**config.mk**
```make
export PLATFORM = sky130hd
export DESIGN_NAME = div_issue_ctrl
export DESIGN_NICKNAME = d
export VERILOG_FILES = /design/src/rtl/div_issue_ctrl.sv
export SDC_FILE = /design/constraint.sdc
export NUM_CORES = 1
export LEC_CHECK = 0
export ABC_AREA = 1
export BUFFER_PORTS_ARGS = -buffer_cell sky130_fd_sc_hd__buf_2
export CAP_MARGIN = 10
export CORE_AREA = 2 2 130 157
export DETAILED_ROUTE_END_ITERATION = 6
export DIE_AREA = 0 0 132 159
export MAX_ROUTING_LAYER = met4
export PLACE_DENSITY = 0.49
export SLEW_MARGIN = 20
export SYNTH_ARGS = -nofsm -noshare
export SYNTH_HDL_FRONTEND = slang
export SYNTH_SLANG_ARGS = --single-unit
```
**constraint.sdc**
```tcl
create_clock -name clk -period 3 [get_ports clk]
set_input_delay 0.3 -clock clk [delete_from_list [all_inputs] [get_ports clk]]
set_output_delay 0.3 -clock clk [all_outputs]
set_load 0.01 [all_outputs]
```
**src/rtl/div_issue_ctrl.sv**
```systemverilog
// div_issue_ctrl: execute-stage front end for the multi-cycle divider.
// It launches the divider with a one-cycle start pulse and keeps the
// operands stable while the divider runs. It picks the quotient or the
// remainder and holds that result until EX moves the instruction on.
// A divide by zero is answered locally without starting the divider.
// A flush that arrives while a divide is still running is absorbed by
// letting the divider finish and throwing its result away.
module div_issue_ctrl #(
  parameter logic [31:0] DIVZERO_Q      = 32'hFFFF_FFFF,
  parameter bit          DIVZERO_R_IS_X = 1'b1
) (
  input  logic        clk,
  input  logic        resetn,
  // request from EX
  input  logic        req_valid,
  input  logic [1:0]  req_op,
  input  logic [31:0] req_src1,
  input  logic [31:0] req_src2,
  input  logic        req_accept,
  input  logic        flush,
  // divider interface
  output logic        div,
  output logic        div_signed,
  output logic [31:0] div_x,
  output logic [31:0] div_y,
  input  logic [31:0] div_s,
  input  logic [31:0] div_r,
  input  logic        div_complete,
  // result to EX
  output logic        res_valid,
  output logic [31:0] res_data,
  output logic        busy
);

  // Opcode bit 1 selects an unsigned divide; bit 0 selects the remainder.
  localparam int OP_UNSIGNED_BIT = 1;
  localparam int OP_REM_BIT      = 0;

  typedef enum logic [1:0] {
    IDLE  = 2'd0,  // waiting for a request
    BUSY  = 2'd1,  // divider running for a live instruction
    DRAIN = 2'd2,  // divider running for a flushed instruction
    DONE  = 2'd3   // result held for EX
  } state_t;

  state_t      state;
  state_t      next_state;

  // Control decoded from the current state and the inputs
  logic        launch;     // start the divider on this edge
  logic        zero_done;  // answer a divide by zero on this edge
  logic        capture;    // take the divider result on this edge

  // Operand and result registers
  logic [31:0] x_q;
  logic [31:0] y_q;
  logic        signed_q;
  logic        rem_sel_q;
  logic        div_q;
  logic [31:0] res_q;

  logic        req_is_zero;
  logic [31:0] zero_result;
  logic [31:0] div_result;

  assign req_is_zero = (req_src2 == 32'd0);

  // Result for a divide by zero. DIV returns the fixed quotient. MOD returns
  // either the dividend or zero, depending on the parameter.
  assign zero_result = req_op[OP_REM_BIT]
                     ? (DIVZERO_R_IS_X ? req_src1 : 32'd0)
                     : DIVZERO_Q;

  // The divider output, overflow cases included, goes through unchanged.
  assign div_result = rem_sel_q ? div_r : div_s;

  // State register
  always_ff @(posedge clk) begin
    // NOTE: Sequential state always uses non-blocking assignment. Every
    // register then samples values from before the edge, so the order in
    // which the always blocks run does not matter.
    if (!resetn) begin
      state <= IDLE;
    end else begin
      state <= next_state;
    end
  end

  // Next-state logic and per-edge control strobes. flush is tested first.
  always_comb begin
    // NOTE: Every output of this block is given a default before the case
    // statement. Without the defaults, a path that misses an assignment
    // would infer a latch.
    next_state = state;
    launch     = 1'b0;
    zero_done  = 1'b0;
    capture    = 1'b0;

    unique case (state)
      IDLE: begin
        if (req_valid && !flush) begin
          if (req_is_zero) begin
            zero_done  = 1'b1;
            next_state = DONE;
          end else begin
            launch     = 1'b1;
            next_state = BUSY;
          end
        end
      end

      BUSY: begin
        if (flush) begin
          // The divider is started and cannot be stopped. If it finishes
          // on this edge, return to IDLE. Otherwise wait in DRAIN.
          next_state = div_complete ? IDLE : DRAIN;
        end else if (div_complete) begin
          capture    = 1'b1;
          next_state = DONE;
        end
      end

      DRAIN: begin
        // New requests wait here until the divider is free again.
        if (div_complete) begin
          next_state = IDLE;
        end
      end

      DONE: begin
        if (flush || req_accept) begin
          next_state = IDLE;
        end
      end

      default: next_state = IDLE;
    endcase
  end

  // Operand registers are loaded only on the launch edge. The divider then
  // sees stable inputs for the whole divide, even if EX changes its sources.
  always_ff @(posedge clk) begin
    // NOTE: These datapath registers get a reset value so that the divider
    // inputs read 0 after reset. The only cost is a reset on a few flops.
    if (!resetn) begin
      x_q       <= 32'd0;
      y_q       <= 32'd0;
      signed_q  <= 1'b0;
      rem_sel_q <= 1'b0;
    end else if (launch) begin
      x_q       <= req_src1;
      y_q       <= req_src2;
      signed_q  <= ~req_op[OP_UNSIGNED_BIT];
      rem_sel_q <= req_op[OP_REM_BIT];
    end
  end

  // Registered start pulse. It is high only in the cycle after launch.
  always_ff @(posedge clk) begin
    if (!resetn) begin
      div_q <= 1'b0;
    end else begin
      div_q <= launch;
    end
  end

  // Result register. It is written by a divide-by-zero answer or by a
  // divider completion, and otherwise holds its value while EX is stalled.
  always_ff @(posedge clk) begin
    if (!resetn) begin
      res_q <= 32'd0;
    end else if (zero_done) begin
      res_q <= zero_result;
    end else if (capture) begin
      res_q <= div_result;
    end
  end

  assign div        = div_q;
  assign div_signed = signed_q;
  assign div_x      = x_q;
  assign div_y      = y_q;
  assign res_data   = res_q;
  assign res_valid  = (state == DONE);
  assign busy       = (state == BUSY) || (state == DRAIN);

endmodule

```
Word level (Yosys, flattened, before mapping)
Index checks and enable logic that the tools add are counted.
Word-level totals
  flip-flop bits (word level): 101
Operators by class
  equality and inequality tests: 7
  bitwise gates (word level): 1
  muxes and demuxes: 21
  reduce and logical (&&, ||, !) cells: 8
Operators by type and width (number)
  two-way mux 32 bit: 4
  logical NOT 32 bit: 1
  two-way mux 2 bit: 7
  two-way mux 1 bit: 9
  one-hot mux 2 bit (4 select lines): 1
  equality test 2 bit, second input constant: 2
  inequality test 2 bit, second input constant: 2
  AND reduction 4 bit: 1
  inequality test 3 bit, second input constant: 1
  equality test 2 x 1 -> 1 bit, second input constant: 1
  logical NOT 2 bit: 1
  logical OR 1 bit: 2
  inequality test 2 x 1 -> 1 bit, second input constant: 1
  nonzero test 2 bit: 1
  logical AND 1 bit: 1
  logical NOT 1 bit: 1
  NOT 1 bit: 1

Longest topological paths before layout
  depth in word-level cells: 5
  gate-level depth with buffers: 10

Worst setup path after synthesis
Ideal clock, no wire load.
  path kind: reg2reg
  start point: reg state[1]
  end point: reg res_q[22], in the netlist res_data[22]
  setup slack: 1.445 ns
  clock period less this slack: 1.555 ns
  arrival time: 1.484 ns
  cell stages (with the launch flop): 10
  path through: dfxtp_1 inv_1 ha_1 nand2_1 nor2_1 clkbuf_1 o211ai_1 nand2_1 nand2_1 a21oi_1
Between the ends
  longest elaborated chain between the ends: 3
  elaborated cells on any way between the ends: 6
  those cells by class: eq/ne (1); mux (3); reduce/logical (2)
RTL lines
  start: declaration: RTL line 46  | state_t state;
  start signal: assignment: RTL line 85  | state <= next_state;
  equality test 2 x 1 -> 1 bit or logical NOT 2 bit (tied branches): RTL line 99  | unique case (state)
  two-way mux 1 bit: RTL line 99
  nonzero test 2 bit (no source line) or two-way mux 32 bit (tied branches)
  end signal: assignment: RTL line 173  | res_q <= zero_result;
  end signal: assignment: RTL line 175  | res_q <= div_result;
  end: declaration: RTL line 60  | logic [31:0] res_q;
Several ways; a longest one is shown, not always the timed one.
A chain may end at the register's enable or synchronous reset.

Final worst setup path
  start point: reg state[1]
  end point: reg x_q[23], in the netlist div_x[23]
Between the ends
  longest elaborated chain between the ends: 2
RTL lines
  logical NOT 2 bit: RTL line 99
  two-way mux 1 bit: RTL line 99
  end signal: assignment: RTL line 151  | x_q <= req_src1;
  end: declaration: RTL line 55  | logic [31:0] x_q;
Every way passes these cells.

==> results.cfg <==
[run_status]
status = finished clean

[synthesis]
yosysUniqueCellTypes = 20
synth_nets = 850
netlist_area_mm2 = 0.004766
synth_top_cell_by_area = dfxtp_1
netlist_top_cells_area = dfxtp_1 42%, nor2_1 15%, nand2_1 9.1%
synth_top_area_share_pct = 42.43
ys_ff_latch = 101
syn_inst = 709
ys_seq_area_share_pct = 42.43
yosys_warnings = 0
avgSynthCellArea_um2 = 6.722

[cts]
insertion_delay_ns = 0.35
ctsResizeCount = 0
cts_sinks = 101
cts_htree_levels = 3
cts_tree = yes
cts_hold_buf = 0
cts-root-buf = clkbuf_16
clk_pin_slew_ns = 0.07
clockBufferDepth = 2
cts_buffers = 9
postCtsSetupBuffers = 0

[sta]
worst_pin_slew_ns = 0.7153
min_period_over_period_pct = 71.61
slew_violations = 0
rsz0062_at_grt = no
max_clock_freq_ghz = 0.4655
finalSetupViolations = 0
setup-tns-final_ns = 0
hold_ws_ns = 0.2027
relSlewSlack_pct = 52.26
hold_violations = 0
fin_skew_ns = 0.009657
fin_crit_ns = 2.148

[global_routing]
grt_max_degree = 68
grt_usage_pct = 16.79
grt_pass1_wl_um = 27190
antenna_found_initial = 1
grt_overflow_total = 0
grt_pass1_vias = 5028

[detailed_routing]
vias_per_cell = 4.406
via_count = 5208
drtIter0Drc = 244
wl_per_cell_um = 14.80
firstDrtPassIters = 4
drc_errors = 0
wirelength_um = 17490
antenna_left = 0

[floorplanning]
dieArea_mm2 = 0.02099
die_y_um = 159
io_pins = 236
dieWidth_um = 132
start_util_pct = 24.56
core-area_mm2 = 0.01941
row_count = 56

[worst_setup_path]
cp-end-kind = register
worstPathRequired_ns = 3.28
startpoint_type = register
crit_fanout = 20
worstSetupPathType = register to register
critPathArrivalTime_ns = 2.43

[place]
dp_hpwl_um = 12410
gp_congestion = 0.7769
port_buffers = 235
dpl_cell_area_mm2 = 0.006147

[cells_and_area]
layout_common_cells = 235 x buf_2, 186 x nor2_1, 116 x nand2_1
final_common_cell = buf_2
layout-drive-gt1-share_pct = 29.13
fin_nets = 1056
final_area_mm2 = 0.006436
final_util_pct = 33.16
syn_to_final_growth_pct = 35.05

[power_and_ir_drop]
powerDensity_mw_per_mm2 = 641.8
pwr-share-comb_pct = 31.0
p_int_mw = 2.699
sequentialPowerShare_pct = 40.8
netSwitchingFraction_pct = 34.65
total_power_mw = 4.131
p_leak_nw = 3.141
p_sw_mw = 1.431
ir_drop_mv = 0.3005
clkPwrFrac_pct = 28.2

[hold_path]
min_path_type = input port to register

[run]
maxCapViolCount = 0
## flip-flops by register name (all words and copies together) (netlist names)
signal and count:
div_x 32, div_y 32, res_data 32, state 2, div 1, div_signed 1, rem_sel_q 1
## metal layers
layer  track usage (%)  wire [um]  up-vias
met5                 -          0        -
met3             2.674        865       13
met1             20.91       8109     2342
met4             4.990        261        0
li1                  -          -     2692
met2             27.98       8257      161
## worst paths after layout
path	startpoint	to	slack, ns	cells past startpoint
min reg2reg	div_y[21]	div_y[21]	0.48	2
min	req_op[1]	div_signed	0.20	4
max	state[1]	div_x[23]	0.85	9
max reg2reg	state[1]	div_x[23]	0.85	9
## final cells by class
| cell class | instances | area [um^2] |
|---|---|---|
| clock buffer | 13 | 240.2 |
| clock inverter | 3 | 46.29 |
| fill | 2218 | 12970 |
| multi-input combinational | 512 | 2341 |
| tap | 261 | 326.6 |
| inverter | 44 | 165.2 |
| timing repair buffer | 247 | 1291 |
| sequential | 101 | 2023 |
| antenna | 1 | 2.502 |
## kinds of logic after synthesis
logic type	count (synthesis)	synth area share, %
simple gates	371	31.40
fa+ha+maj	5	1.313
flops	101	42.43
compound gates	136	16.09
buf+inv	96	8.769
## power groups by stage
stage	sequential, mW	clock, mW	combinational [mW]
CTS	1.69	1.21	1.30
global route	1.71	1.27	1.44
global placement	1.71	0	1.29
finish	1.68	1.16	1.28
detailed placement	1.72	0	1.30
floorplan	1.79	0	0.702
## critical path, stage by stage, from the launching register on
cell	delay, ns
dfxtp_1	0.33
inv_1	0.13
ha_1	0.18
inv_1	0.06
nor2_4	0.41
o21ai_4	0.26
inv_2	0.20
buf_4	0.31
nor2_1	0.07
nor2_1	0.11
## synthesized netlist by cell type
cell type and number:
nor2_1 187, nand2_1 116, dfxtp_1 101, nand3_1 65, o21ai_0 57, inv_1 41
a21oi_1 35, o211ai_1 33, clkbuf_1 32, o21ai_1 10, buf_2 7, buf_4 5
ha_1 5, buf_1 4, buf_6 4, inv_2 2, nor2_4 2, clkinv_1 1
nand2_4 1, o21ai_2 1
## metrics by stage
step / worst slack, ns / std cells
floorplan: 1.445 / 709
global placement: 0.8493 / 1165
detailed placement: 0.8660 / 1165
CTS: 0.8469 / 1181
global route: 0.6240 / 1182
finish: 0.8516 / 1182
(Power assumes the default switching activity.)
